### src/rtl/simplez_uart_tx.sv
// Memory-mapped 8N1 UART transmitter for the Simplez CPU bus.
// All state moves on the falling edge of clk, in step with the CPU.
module simplez_uart_tx #(
    parameter int         BAUD_DIV  = 104,
    parameter logic [8:0] ADDR_DATA = 9'o101,
    parameter logic [8:0] ADDR_STAT = 9'o102
) (
    input  logic        clk,
    input  logic        rstn,
    input  logic [8:0]  addr,
    input  logic        wr,
    input  logic [11:0] data_in,
    output logic [11:0] data_out,
    output logic        cs,
    output logic        tx,
    output logic        busy
);

    localparam int CW = $clog2(BAUD_DIV);

    typedef enum logic [1:0] {IDLE, START, DATA, STOP} state_t;

    state_t        state_q, state_d;
    logic [CW-1:0] baud_q, baud_d;
    logic [2:0]    bit_q, bit_d;
    logic [7:0]    shift_q, shift_d;
    logic          tx_q, tx_d;
    logic          busy_q, busy_d;
    logic          ovr_q, ovr_d;

    logic wr_data, wr_stat, baud_tc;
    logic unused_hi;

    assign wr_data   = wr && (addr == ADDR_DATA);
    assign wr_stat   = wr && (addr == ADDR_STAT);
    assign baud_tc   = (baud_q == CW'(BAUD_DIV - 1));
    assign unused_hi = ^data_in[11:8];

    always_ff @(negedge clk) begin
        if (!rstn) begin
            state_q <= IDLE;
            baud_q  <= '0;
            bit_q   <= '0;
            shift_q <= '0;
            tx_q    <= 1'b1;
            busy_q  <= 1'b0;
            ovr_q   <= 1'b0;
        end else begin
            state_q <= state_d;
            baud_q  <= baud_d;
            bit_q   <= bit_d;
            shift_q <= shift_d;
            tx_q    <= tx_d;
            busy_q  <= busy_d;
            ovr_q   <= ovr_d;
        end
    end

    always_comb begin
        state_d = state_q;
        baud_d  = baud_q;
        bit_d   = bit_q;
        shift_d = shift_q;
        tx_d    = tx_q;
        busy_d  = busy_q;
        ovr_d   = ovr_q;

        // Clear first so a coincident overrun set would win.
        if (wr_stat) ovr_d = 1'b0;
        if (wr_data && state_q != IDLE) ovr_d = 1'b1;

        case (state_q)
            IDLE: begin
                tx_d = 1'b1;
                if (wr_data) begin
                    shift_d = data_in[7:0];
                    tx_d    = 1'b0;
                    busy_d  = 1'b1;
                    baud_d  = '0;
                    state_d = START;
                end
            end
            START: begin
                if (baud_tc) begin
                    baud_d  = '0;
                    bit_d   = 3'd0;
                    tx_d    = shift_q[0];
                    state_d = DATA;
                end else begin
                    baud_d = baud_q + CW'(1);
                end
            end
            DATA: begin
                if (baud_tc) begin
                    baud_d  = '0;
                    shift_d = shift_q >> 1;
                    if (bit_q == 3'd7) begin
                        tx_d    = 1'b1;
                        state_d = STOP;
                    end else begin
                        bit_d = bit_q + 3'd1;
                        tx_d  = shift_q[1];
                    end
                end else begin
                    baud_d = baud_q + CW'(1);
                end
            end
            STOP: begin
                if (baud_tc) begin
                    baud_d  = '0;
                    tx_d    = 1'b1;
                    busy_d  = 1'b0;
                    state_d = IDLE;
                end else begin
                    baud_d = baud_q + CW'(1);
                end
            end
            default: state_d = IDLE;
        endcase
    end

    assign tx       = tx_q;
    assign busy     = busy_q;
    assign cs       = (addr == ADDR_DATA) || (addr == ADDR_STAT);
    assign data_out = (addr == ADDR_STAT) ? {10'b0, ovr_q, busy_q} : 12'h000;

endmodule
### config.mk
export PLATFORM = sky130hd
export DESIGN_NAME = simplez_uart_tx
export DESIGN_NICKNAME = d
export VERILOG_FILES = /design/src/rtl/simplez_uart_tx.sv
export SDC_FILE = /design/constraint.sdc
export NUM_CORES = 1
export LEC_CHECK = 0
export BUFFER_PORTS_ARGS = -buffer_cell sky130_fd_sc_hd__buf_2
export CAP_MARGIN = 20
export CORE_MARGIN = 1.5
export CORE_UTILIZATION = 45
export DETAILED_ROUTE_END_ITERATION = 8
export GPL_TIMING_DRIVEN = 0
export PLACE_DENSITY = 0.66
export SLEW_MARGIN = 40
export SYNTH_ARGS = -nofsm -noshare
export SYNTH_HDL_FRONTEND = slang
export SYNTH_SLANG_ARGS = --single-unit
### constraint.sdc
create_clock -name clk -period 2.3 [get_ports clk]
set_input_delay 0.115 -clock clk [delete_from_list [all_inputs] [get_ports clk]]
set_output_delay 0.115 -clock clk [all_outputs]
set_load 0.05 [all_outputs]
## Yosys cells after proc, flatten, opt, wreduce, memory -nomap -nowiden

Index checks and enable logic that the tools add are counted.

- Flip-flop bits (word level): 23
- Input port bits: 24
- Output and inout port bits: 15
- Logic and storage cells: 66

- $add $sub $neg: 2
- Equal/unequal tests: 13
- Muxes and demuxes: 28
- Reduce and logical (&&, ||, !) cells: 16

Operators by type and width:

| kind | number |
|---|---|
| == test 9 x 7 -> 1 bit, second input constant | 2 |
| two-way mux 8 bit | 2 |
| case mux 8 bit (2 select lines) | 1 |
| two-way mux 7 bit | 2 |
| case mux 7 bit (2 select lines) | 1 |
| two-way mux 2 bit | 6 |
| inequality test 2 bit, second input constant | 6 |
| nonzero test 2 bit | 5 |
| two-way mux 1 bit | 9 |
| two-way mux 3 bit | 3 |
| AND reduction 3 bit | 3 |
| case mux 2 bit (4 select lines) | 1 |
| adder 7 x 1 -> 7 bit, second input constant | 1 |
| == test 7 bit, second input constant | 1 |
| case mux 3 bit (2 select lines) | 1 |
| AND reduction 5 bit | 1 |
| == test 2 bit, second input constant | 2 |
| case mux 1 bit (4 select lines) | 1 |
| AND reduction 4 bit | 1 |
| adder 3 x 1 -> 3 bit, second input constant | 1 |
| == test 3 bit, second input constant | 1 |
| logical AND 1 bit | 3 |
| OR reduction 3 bit | 1 |
| == test 2 x 1 -> 1 bit, second input constant | 1 |
| other kinds (3) | 3 |

## Longest topological paths before layout

Gate-level depths: netlist of run 1.

- Depth in word-level cells: 4
- Mapped depth: 7
- Gate-level depth less buffers: 6

==> results of run 1 <==
==> per-stage QoR <==
| step | total power, uW | hold WS (ps) | setup slack, ps | utilization [%] |
|---|---|---|---|---|
| 3_3_place_gp | 657 | 443 | -629 | 55.5 |
| 2_1_floorplan | 622 | 436 | -397 | - |
| 6_report | 1070 | 461 | -234 | 62.5 |
| 5_1_grt | 1140 | 493 | -273 | 62.5 |
| 3_5_place_dp | 661 | 454 | -648 | 55.5 |
| 4_1_cts | 1080 | 460 | -224 | 62.0 |
==> cell usage in the layout, fill, tap and decap left out, types with 4 or more instances in the layout <==
cell	Yosys	final
sky130_fd_sc_hd__inv_1	7	29
sky130_fd_sc_hd__o21ai_0	14	7
sky130_fd_sc_hd__mux2i_1	10	10
sky130_fd_sc_hd__nor2b_1	4	4
sky130_fd_sc_hd__a31oi_1	4	4
sky130_fd_sc_hd__a21oi_1	16	16
sky130_fd_sc_hd__nand4_1	4	4
sky130_fd_sc_hd__o21ai_1	0	4
sky130_fd_sc_hd__buf_2	1	20
sky130_fd_sc_hd__dfxtp_1	23	21
sky130_fd_sc_hd__or3_1	9	9
sky130_fd_sc_hd__conb_1	1	10
sky130_fd_sc_hd__clkbuf_1	7	6
sky130_fd_sc_hd__clkbuf_4	0	4
sky130_fd_sc_hd__buf_4	10	12
sky130_fd_sc_hd__ha_1	8	8
sky130_fd_sc_hd__nand2_1	11	10
==> worst max-delay path, delay by kind of cell <==
family	cells	cell delay (ps)
simple gates	2	980
buf+inv	1	90
compound gates	2	490
==> cells by family after synthesis <==
kind of cell,count (synthesis),share of synthesized area [%]
xor+xnor,1,0.601
simple gates,54,21.6
compound gates,50,21.8
mux,10,6.87
fa+ha+maj,8,6.87
buf+inv,28,10.4
flops,23,31.6
other cells,1,0.257
==> worst max-delay path by stage <==
stage,from,endpoint,slack (ps),cells after the start
floorplan,addr[8],tx,-400,4
global placement,addr[8],tx,-630,5
detailed placement,addr[8],tx,-650,5
CTS,addr[8],tx,-220,5
global route,addr[8],tx,-270,5
finish,addr[8],tx,-230,5
==> cells in the mapped netlist (2+ instances only) <==
cell	count	area (um2)
sky130_fd_sc_hd__inv_1	7	26.3
sky130_fd_sc_hd__a31oi_1	4	25.0
sky130_fd_sc_hd__and3_1	2	12.5
sky130_fd_sc_hd__nand3_1	4	20.0
sky130_fd_sc_hd__o31ai_1	2	15.0
sky130_fd_sc_hd__nand4_1	4	25.0
sky130_fd_sc_hd__nor2_1	3	11.3
sky130_fd_sc_hd__o21ai_0	14	70.1
sky130_fd_sc_hd__buf_4	10	75.1
sky130_fd_sc_hd__nor2b_1	4	25.0
sky130_fd_sc_hd__a22oi_1	2	15.0
sky130_fd_sc_hd__and2_1	4	25.0
sky130_fd_sc_hd__nand2_1	11	41.3
sky130_fd_sc_hd__nor3_1	4	20.0
sky130_fd_sc_hd__clkbuf_1	7	26.3
sky130_fd_sc_hd__a21oi_1	16	80.1
sky130_fd_sc_hd__ha_1	8	100
sky130_fd_sc_hd__or3_1	9	56.3
sky130_fd_sc_hd__dfxtp_1	23	460
sky130_fd_sc_hd__a311oi_1	2	17.5
sky130_fd_sc_hd__mux2i_1	10	100
==> report_power, final <==
| group | internal (uW) | leakage (uW) | switching (uW) | total (uW) |
|---|---|---|---|---|
| clock network | 228 | 0.000150 | 239 | 467 |
| logic | 70.7 | 0.000488 | 113 | 184 |
| registers | 410 | 0.000186 | 7.54 | 418 |
==> final cells by class <==
class	instances	area [um2]	share of cell area, %
multi-input combinational	133	922	48.4
timing repair buffer	25	159	8.33
sequential	23	463	24.3
tap	44	55.1	2.89
buffer	20	143	7.48
clock buffer	3	22.5	1.18
inverter	7	26.3	1.38
clock inverter	24	116	6.10
==> sequential cells by signal, indices dropped and copies added, names as in the netlist <==
| signal | flops |
|---|---|
| busy | 1 |
| ovr_q | 1 |
| tx | 1 |
| bit_q | 3 |
| state_q | 2 |
| baud_q | 7 |
| shift_q | 8 |
==> metal layers <==
layer	wire length [um]	global-route usage, %	up-vias
met3	224	5.63	6
met2	1690	35.7	52
met5	0	0	-
li1	-	-	740
met4	52	11.7	0
met1	1530	26.6	691
==> repair_timing <==
item	4_1_cts	5_1_grt
resized for setup	12	5
hold buffers	0	0
pin swaps	2	2
gates cloned	0	0
setup endpoints to repair	22	23
setup buffers	2	0
==> flow_metrics.tcl, run 1 <==
set metrics [dict create \
    hold_path.startpoint "bit_q[2]" \
    initial_drt_pass_iterations 4 \
    reg2reg_to "shift_q[0]" \
    timing.reg2reg.setup_slack_ps 90 \
    critPathMaxStageDelay_ps 570 \
    timing.max_slew.rel_slack_pct 59.3 \
    rsz_0062_raised_after_global_routing "yes" \
    final_layout_size_suffix_gt1_share_pct 25.1 \
    min_path_cells 2 \
    r2r-start "baud_q[0]" \
    clkSinkCount 23 \
    list_of_cells_traversed_by_the_critical_path "buf_6 -> or4b_4 -> nor3_2 -> a221oi_1 -> a311o_1" \
    grt_usage_pct 22.0 \
    port-buffer-count 23 \
    boundaryPins 39 \
    syn_area_per_cell_um2 8.33 \
    post_synth_num_cell_types 46 \
    finalSetupTns_ps -3450 \
    die_y_um 59.9 \
    post_route_skew_ps 15.8 \
    gp_congestion 0.809 \
    die-area_um2 3590 \
    irDropWorstVdd_uv 285 \
    pwr_density_cell_nw_per_um2 561 \
    maxSlewViolCount 0 \
    fill_cells 309 \
    drc_errors 0 \
    layout-area-overhead-vs-synth_pct 30.8 \
    tritoncts "yes" \
    synthesis.yosys.warnings 0 \
    layoutNonFillerInstCount 279 \
    design_area_um2 1910 \
    worstHoldPathType "register to register" \
    antenna_found_initial 0 \
    grt_start_max_net_pins 14 \
    clock_tree.buffer_depth 2 \
    netlist_area_um2 1460 \
    worst_skew_pair.late_latency_ps 400 \
    floorplan.rows 20 \
    dominantRegCellSynth "sky130_fd_sc_hd__dfxtp_1" \
    hold_viol_final 0 \
    first_global_vias 1438 \
    routed-via-count 1489 \
    min_to "bit_q[2]" \
    crit_type "input pin to register" \
    chipWidth_um 59.9 \
    initial_core_util_pct 47.7 \
    synth.yosys.seq_area_share_pct 31.6 \
    grt.overflow.total 0 \
    ys_async_rst_share_pct 0 \
    clock_root_buffer "sky130_fd_sc_hd__clkbuf_4" \
    critPathCaptureType "register" \
    finalSetupViolations 20 \
    hpwlAfterDp_um 2550 \
    routed_wire_length_per_instance_um 12.5 \
    clk_transition_reported_paths_ps 40 \
    postLayoutSetupSlackWorst_ps -234 \
    post_dp_cell_area_um2 1700 \
    critPathLaunchType "input pin" \
    crit_slowest_cell "sky130_fd_sc_hd__or4b_4" \
    first_pass_grt_wire_length_um 6080 \
    reg2regPathDepth 7 \
    core_area_um2 3050 \
    ys_ff_latch 23 \
    tritoncts.num_buffers 3 \
    run_status "finished, violations left" \
    routed_wirelength_um 3490 \
    cp_max_fo 6 \
    tightestPinTransition_ps 601 \
    route.antenna.remaining_nets 0 \
    synth_edf_count 0 \
    h_tree_levels 1 \
    crit_required_ps 1420 \
    leakage_component_of_the_power_uw 0.000824 \
    max-cap-violations 0 \
    layout.nets 268 \
    synthCells 175 \
    initialDrtViolationCount 46 \
    diodes 0 \
    vias_per_cell 5.34 \
    critPathArrivalTime_ps 1660 \
    dpl.cell_count 251 \
    violations "setup timing" \
]
No activity file was read; power rests on OpenSTA's default activity.
==> run 2, diff against run 1 <==
--- a/config.mk
+++ b/config.mk
@@ -16,3 +16,4 @@
 export SYNTH_ARGS = -nofsm -noshare
 export SYNTH_HDL_FRONTEND = slang
 export SYNTH_SLANG_ARGS = --single-unit
+export TNS_END_PERCENT = 50
==> flow_metrics.tcl, run 2 (synthesized netlist as in run 1, its figures left out) <==
set metrics [dict create \
    run_status "finished, violations left" \
    violations "setup timing" \
    initialDrtViolationCount 60 \
    hold_path.startpoint "bit_q[1]" \
    clk_transition_reported_paths_ps 40 \
    grt_usage_pct 20.7 \
    post_dp_cell_area_um2 1690 \
    final_layout_size_suffix_gt1_share_pct 25.7 \
    route.antenna.remaining_nets 0 \
    critPathLaunchType "input pin" \
    vias_per_cell 5.22 \
    gp_congestion 0.809 \
    tritoncts.num_buffers 3 \
    critPathArrivalTime_ps 1630 \
    finalSetupTns_ps -2090 \
    leakage_component_of_the_power_uw 0.000849 \
    hold_viol_final 0 \
    hpwlAfterDp_um 2410 \
    first_global_vias 1341 \
    h_tree_levels 1 \
    tritoncts "yes" \
    min_path_cells 2 \
    layoutNonFillerInstCount 281 \
    register_with_the_highest_flop_count "shift_q" \
    floorplan.rows 20 \
    critPathCaptureType "register" \
    crit_type "input pin to register" \
    final_util_pct 62.8 \
    first_pass_grt_wire_length_um 5830 \
    irDropWorstVdd_uv 238 \
    min_to "bit_q[1]" \
    cp_max_fo 10 \
    layout_top_registers "shift_q: 8 flops, baud_q: 7 flops, bit_q: 3 flops" \
    pwr_density_cell_nw_per_um2 503 \
    routed-via-count 1468 \
    maxSlewViolCount 0 \
    chipWidth_um 59.9 \
    r2r-start "baud_q[0]" \
    routed_wire_length_per_instance_um 12.6 \
    die-area_um2 3590 \
    grt.overflow.total 0 \
    clkSinkCount 23 \
    drc_errors 0 \
    largest_register_ff_count 8 \
    initial_drt_pass_iterations 4 \
    routed_wirelength_um 3550 \
    worst_skew_pair.late_latency_ps 400 \
    dpl.cell_count 251 \
    initial_core_util_pct 47.7 \
    layout-area-overhead-vs-synth_pct 31.6 \
    port-buffer-count 23 \
    core_area_um2 3050 \
    timing.max_slew.rel_slack_pct 60.4 \
    clock_tree.buffer_depth 2 \
    boundaryPins 39 \
    crit_required_ps 1460 \
    fill_cells 294 \
    post_route_skew_ps 18.3 \
    finalPower_uw 965 \
    mostFrequentLayoutCells "sky130_fd_sc_hd__inv_1, sky130_fd_sc_hd__dfxtp_1, sky130_fd_sc_hd__buf_2" \
    clock_root_buffer "sky130_fd_sc_hd__clkbuf_4" \
    diodes 0 \
    reg2reg_to "shift_q[0]" \
    postLayoutSetupSlackWorst_ps -172 \
    die_y_um 59.9 \
    design_area_um2 1920 \
    worstHoldPathType "register to register" \
    layout.nets 270 \
    antenna_found_initial 0 \
    reg2regPathDepth 6 \
    layout_commonest_cell "sky130_fd_sc_hd__inv_1" \
    grt_start_max_net_pins 13 \
    max-cap-violations 0 \
    finalSetupViolations 20 \
    tightestPinTransition_ps 594 \
    rsz_0062_raised_after_global_routing "yes" \
    timing.reg2reg.setup_slack_ps 100 \
]
-- run 2: cell count changes in the layout (fill, tap and decap cells not counted), sizes merged --
cell	change
inv	+1
bufinv	-1
buf	+2
-- run 2: layout make-up --
type | instances | area, um2 | area share [%]
multi-input combinational | 133 | 953 | 49.7
sequential | 23 | 463 | 24.1
timing repair buffer | 28 | 180 | 9.39
buffer | 19 | 128 | 6.65
clock inverter | 24 | 90.1 | 4.70
tap | 44 | 55.1 | 2.87
inverter | 7 | 26.3 | 1.37
clock buffer | 3 | 22.5 | 1.17
-- run 2: metal layers --
metal	wire (um)	vias up	GRT usage, %
li1	-	745	-
met1	1670	680	28.8
met2	1690	39	30.3
met3	166	4	5.41
met4	23	0	8.25
met5	0	-	0
-- run 2: metrics by stage --
| step | hold slack (ps) | setup WS, ps |
|---|---|---|
| 3_5_place_dp | 455 | -626 |
| 6_report | 456 | -172 |
| 2_1_floorplan | 436 | -397 |
| 4_1_cts | 459 | -208 |
| 3_3_place_gp | 443 | -631 |
| 5_1_grt | 477 | -213 |
-- run 2: critical path: stages --
cell and delay, ps:
sky130_fd_sc_hd__buf_6 90, sky130_fd_sc_hd__or4b_4 540, sky130_fd_sc_hd__o31a_1 290, sky130_fd_sc_hd__buf_6 150, sky130_fd_sc_hd__a221oi_4 240, sky130_fd_sc_hd__mux2i_1 210
-- run 2: power breakdown --
part	leakage [uW]	total, uW	internal [uW]	switching, uW
logic	0.000521	189	71.8	117
clock network	0.000142	358	115	243
registers	0.000186	418	410	7.71
total	0.000849	965	597	368
-- run 2: repair_timing --
item / in CTS / in global routing
resized for setup: 14 / 9
setup buffers: 3 / 2
hold buffers: 0 / 0
endpoints found under the setup margin: 23 / 25
pin swaps: 10 / 3
-- run 2: worst max path at each step --
stage	depth (start not counted)	from	slack [ps]	to
floorplan	4	addr[8]	-400	tx
global placement	5	addr[8]	-630	tx
detailed placement	5	addr[8]	-630	tx
CTS	6	addr[4]	-210	state_q[1]
global route	6	addr[4]	-210	state_q[0]
finish	6	addr[4]	-170	state_q[1]
==> run 3, diff against run 2 <==
--- a/config.mk
+++ b/config.mk
@@ -5,6 +5,7 @@
 export SDC_FILE = /design/constraint.sdc
 export NUM_CORES = 1
 export LEC_CHECK = 0
+export ABC_AREA = 1
 export BUFFER_PORTS_ARGS = -buffer_cell sky130_fd_sc_hd__buf_2
 export CAP_MARGIN = 20
 export CORE_MARGIN = 1.5
==> flow_metrics.tcl, run 3 <==
set metrics [dict create \
    preCtsSetupSlack_ps -86.1 \
    first_pass_grt_wire_length_um 4970 \
    synth.yosys.seq_area_share_pct 31.1 \
    initial_drt_pass_iterations 4 \
    die-area_um2 3640 \
    maxSlewViolCount 0 \
    layout_top_registers "shift_q: 8 flops, baud_q: 7 flops, bit_q: 3 flops" \
    syn_area_per_cell_um2 7.21 \
    initial_core_util_pct 48.0 \
    port-buffer-count 24 \
    post_synth_num_cell_types 29 \
    clk_transition_reported_paths_ps 40 \
    max-cap-violations 0 \
    mostFrequentLayoutCells "sky130_fd_sc_hd__inv_1, sky130_fd_sc_hd__nand2_1, sky130_fd_sc_hd__nand3_1" \
    netlist.top_cell.by_area "sky130_fd_sc_hd__dfxtp_1" \
    clkSinkCount 23 \
    crit_type "register to output pin" \
    antenna_found_initial 0 \
    irDropWorstVdd_uv 486 \
    layout-area-overhead-vs-synth_pct 25.4 \
    critPathCaptureType "output pin" \
    synthMuxAreaShare_pct 4.74 \
    core_area_um2 3080 \
    ys_ff_latch 23 \
    register_with_the_highest_flop_count "shift_q" \
    crit_slowest_cell "sky130_fd_sc_hd__dfxtp_2" \
    cts_hold_buffers 0 \
    hpwlAfterDp_um 2100 \
    final_layout_size_suffix_gt1_share_pct 22.3 \
    tritoncts.num_buffers 3 \
    diodes 0 \
    post_dp_cell_area_um2 1700 \
    grt_start_max_net_pins 14 \
    synthAdderAreaFrac_pct 6.77 \
    boundaryPins 39 \
    cp_max_fo 2 \
    run_status "complete, no violations" \
    synthCells 205 \
    leakage_component_of_the_power_uw 0.000952 \
    clock_root_buffer "sky130_fd_sc_hd__clkbuf_4" \
    synth-compound-area-share_pct 13.3 \
    dominantRegCellSynth "sky130_fd_sc_hd__dfxtp_1" \
    h_tree_levels 1 \
    fill_cells 321 \
    ys_top_cells_by_area "sky130_fd_sc_hd__dfxtp_1, sky130_fd_sc_hd__nand2_1, sky130_fd_sc_hd__nand3_1, sky130_fd_sc_hd__a21oi_1, sky130_fd_sc_hd__ha_1" \
    pwr_density_cell_nw_per_um2 840 \
    ys_async_rst_share_pct 0 \
    gp_congestion 0.781 \
    synthesis.yosys.warnings 0 \
    tritoncts "yes" \
    layout.nets 297 \
    netlist_area_um2 1480 \
    finalSetupViolations 0 \
    cpLargestDelayFamily "flip-flops" \
    post-synth-top-area-fraction_pct 31.1 \
    hold_viol_final 0 \
    grt_usage_pct 17.8 \
    initialDrtViolationCount 23 \
    post_route_skew_ps 24.5 \
    layout_commonest_cell "sky130_fd_sc_hd__inv_1" \
    synthMostInstantiatedCell "sky130_fd_sc_hd__nand2_1" \
    worst_skew_pair.late_latency_ps 400 \
    routed_wire_length_per_instance_um 9.81 \
    die_y_um 60.3 \
    synth_xor_area_share_pct 0 \
    clock_tree.buffer_depth 2 \
    critPathMaxStageDelay_ps 320 \
    synth_edf_count 0 \
    postLayoutSetupSlackWorst_ps 47.9 \
    first_global_vias 1278 \
    largest_register_ff_count 8 \
    cp.buffers_inverters 2 \
    drc_errors 0 \
    critPathArrivalTime_ps 2140 \
    routed_wirelength_um 3020 \
    worstHoldPathType "register to register" \
    chipWidth_um 60.3 \
    grt.overflow.total 0 \
    largest_family_of_logic_cells_by_synthesized_area "simple AND/OR/NAND/NOR gates" \
    synth_top_cells_by_count "sky130_fd_sc_hd__nand2_1, sky130_fd_sc_hd__inv_1, sky130_fd_sc_hd__dfxtp_1, sky130_fd_sc_hd__nand3_1, sky130_fd_sc_hd__nor2_1" \
    crit_required_ps 2180 \
    post_synth_and_or_nand_nor_area_fraction_pct 27.6 \
    list_of_cells_traversed_by_the_critical_path "inv_2 -> nor2_4 -> buf_8" \
    rsz_0062_raised_after_global_routing "yes" \
    critPathLaunchType "register" \
    vias_per_cell 4.56 \
    timing.reg2reg.setup_slack_ps 590 \
    route.antenna.remaining_nets 0 \
    design_area_um2 1850 \
    floorplan.rows 20 \
    routed-via-count 1403 \
]
==> run 3: cell count changes after synthesis, sizes merged, moves of 5 or more <==
| cell | change |
|---|---|
| inv | +19 |
| or3 | -9 |
| nor2 | +22 |
| a21oi | +5 |
| nand3 | +21 |
| clkbuf | -6 |
| nand2 | +25 |
==> run 3: final cells by class <==
class | count | area (um2) | share of cell area [%]
Timing Repair Buffer | 24 | 139 | 7.49
Buffer | 15 | 134 | 7.22
Multi-Input combinational cell | 148 | 822 | 44.3
Clock buffer | 3 | 22.5 | 1.21
Inverter | 27 | 103 | 5.53
Clock inverter | 24 | 116 | 6.28
Tap cell | 44 | 55.1 | 2.97
Sequential cell | 23 | 463 | 25.0
==> run 3: tightest hold or removal path, cell delays in order (launching register included) <==
cell and delay (ps):
sky130_fd_sc_hd__dfxtp_2 310, sky130_fd_sc_hd__o21ai_0 60, sky130_fd_sc_hd__a21oi_1 60
==> run 3: routing by layer <==
metal | wire length [um] | up-vias | GRT usage (%)
li1 | - | 760 | -
met1 | 1430 | 597 | 21.9
met2 | 1390 | 42 | 28.3
met3 | 180 | 4 | 4.98
met4 | 29 | 0 | 9.21
met5 | 0 | - | 0
==> run 3: through the flow <==
stage / total power, uW / setup TNS [ps] / hold slack (ps) / utilization (%) / std cells
floorplan: 1040 / 0 / 447 / - / 214
global placement: 1160 / -562 / 461 / 55.1 / 282
detailed placement: 1170 / -856 / 469 / 55.1 / 282
CTS: 1580 / 0 / 474 / 59.9 / 308
global route: 1700 / -9.56 / 490 / 60.2 / 308
finish: 1560 / 0 / 468 / 60.2 / 308
==> run 3: final timing paths <==
path	start	to	cells past startpoint
worst max-delay path	busy	data_out[0]	3
worst min register to register	ovr_q	ovr_q	2
worst max register to register	state_q[0]	state_q[0]	8
worst min-delay path	ovr_q	ovr_q	2
==> run 3: cells by family after synthesis <==
kind of cell | count (synthesis)
other | 1
and+or+nand+nor | 88
muxes | 7
adders and majority gates | 8
buffers and inverters | 43
AOI/OAI and AO/OA | 35
DFF | 23
==> run 3: what timing repair did <==
item / CTS / global route
setup endpoints to repair: 2 / 3
gates resized for setup: 5 / 4
buffers inserted: 0 / 0
pin swaps: 1 / 1
cloned: 0 / 0
==> run 3: where the power goes <==
part / leakage, uW / switching (uW) / internal, uW / total [uW]
registers: 0.000188 / 36.7 / 457 / 494
clock network: 0.000150 / 227 / 228 / 455
logic: 0.000614 / 371 / 237 / 608
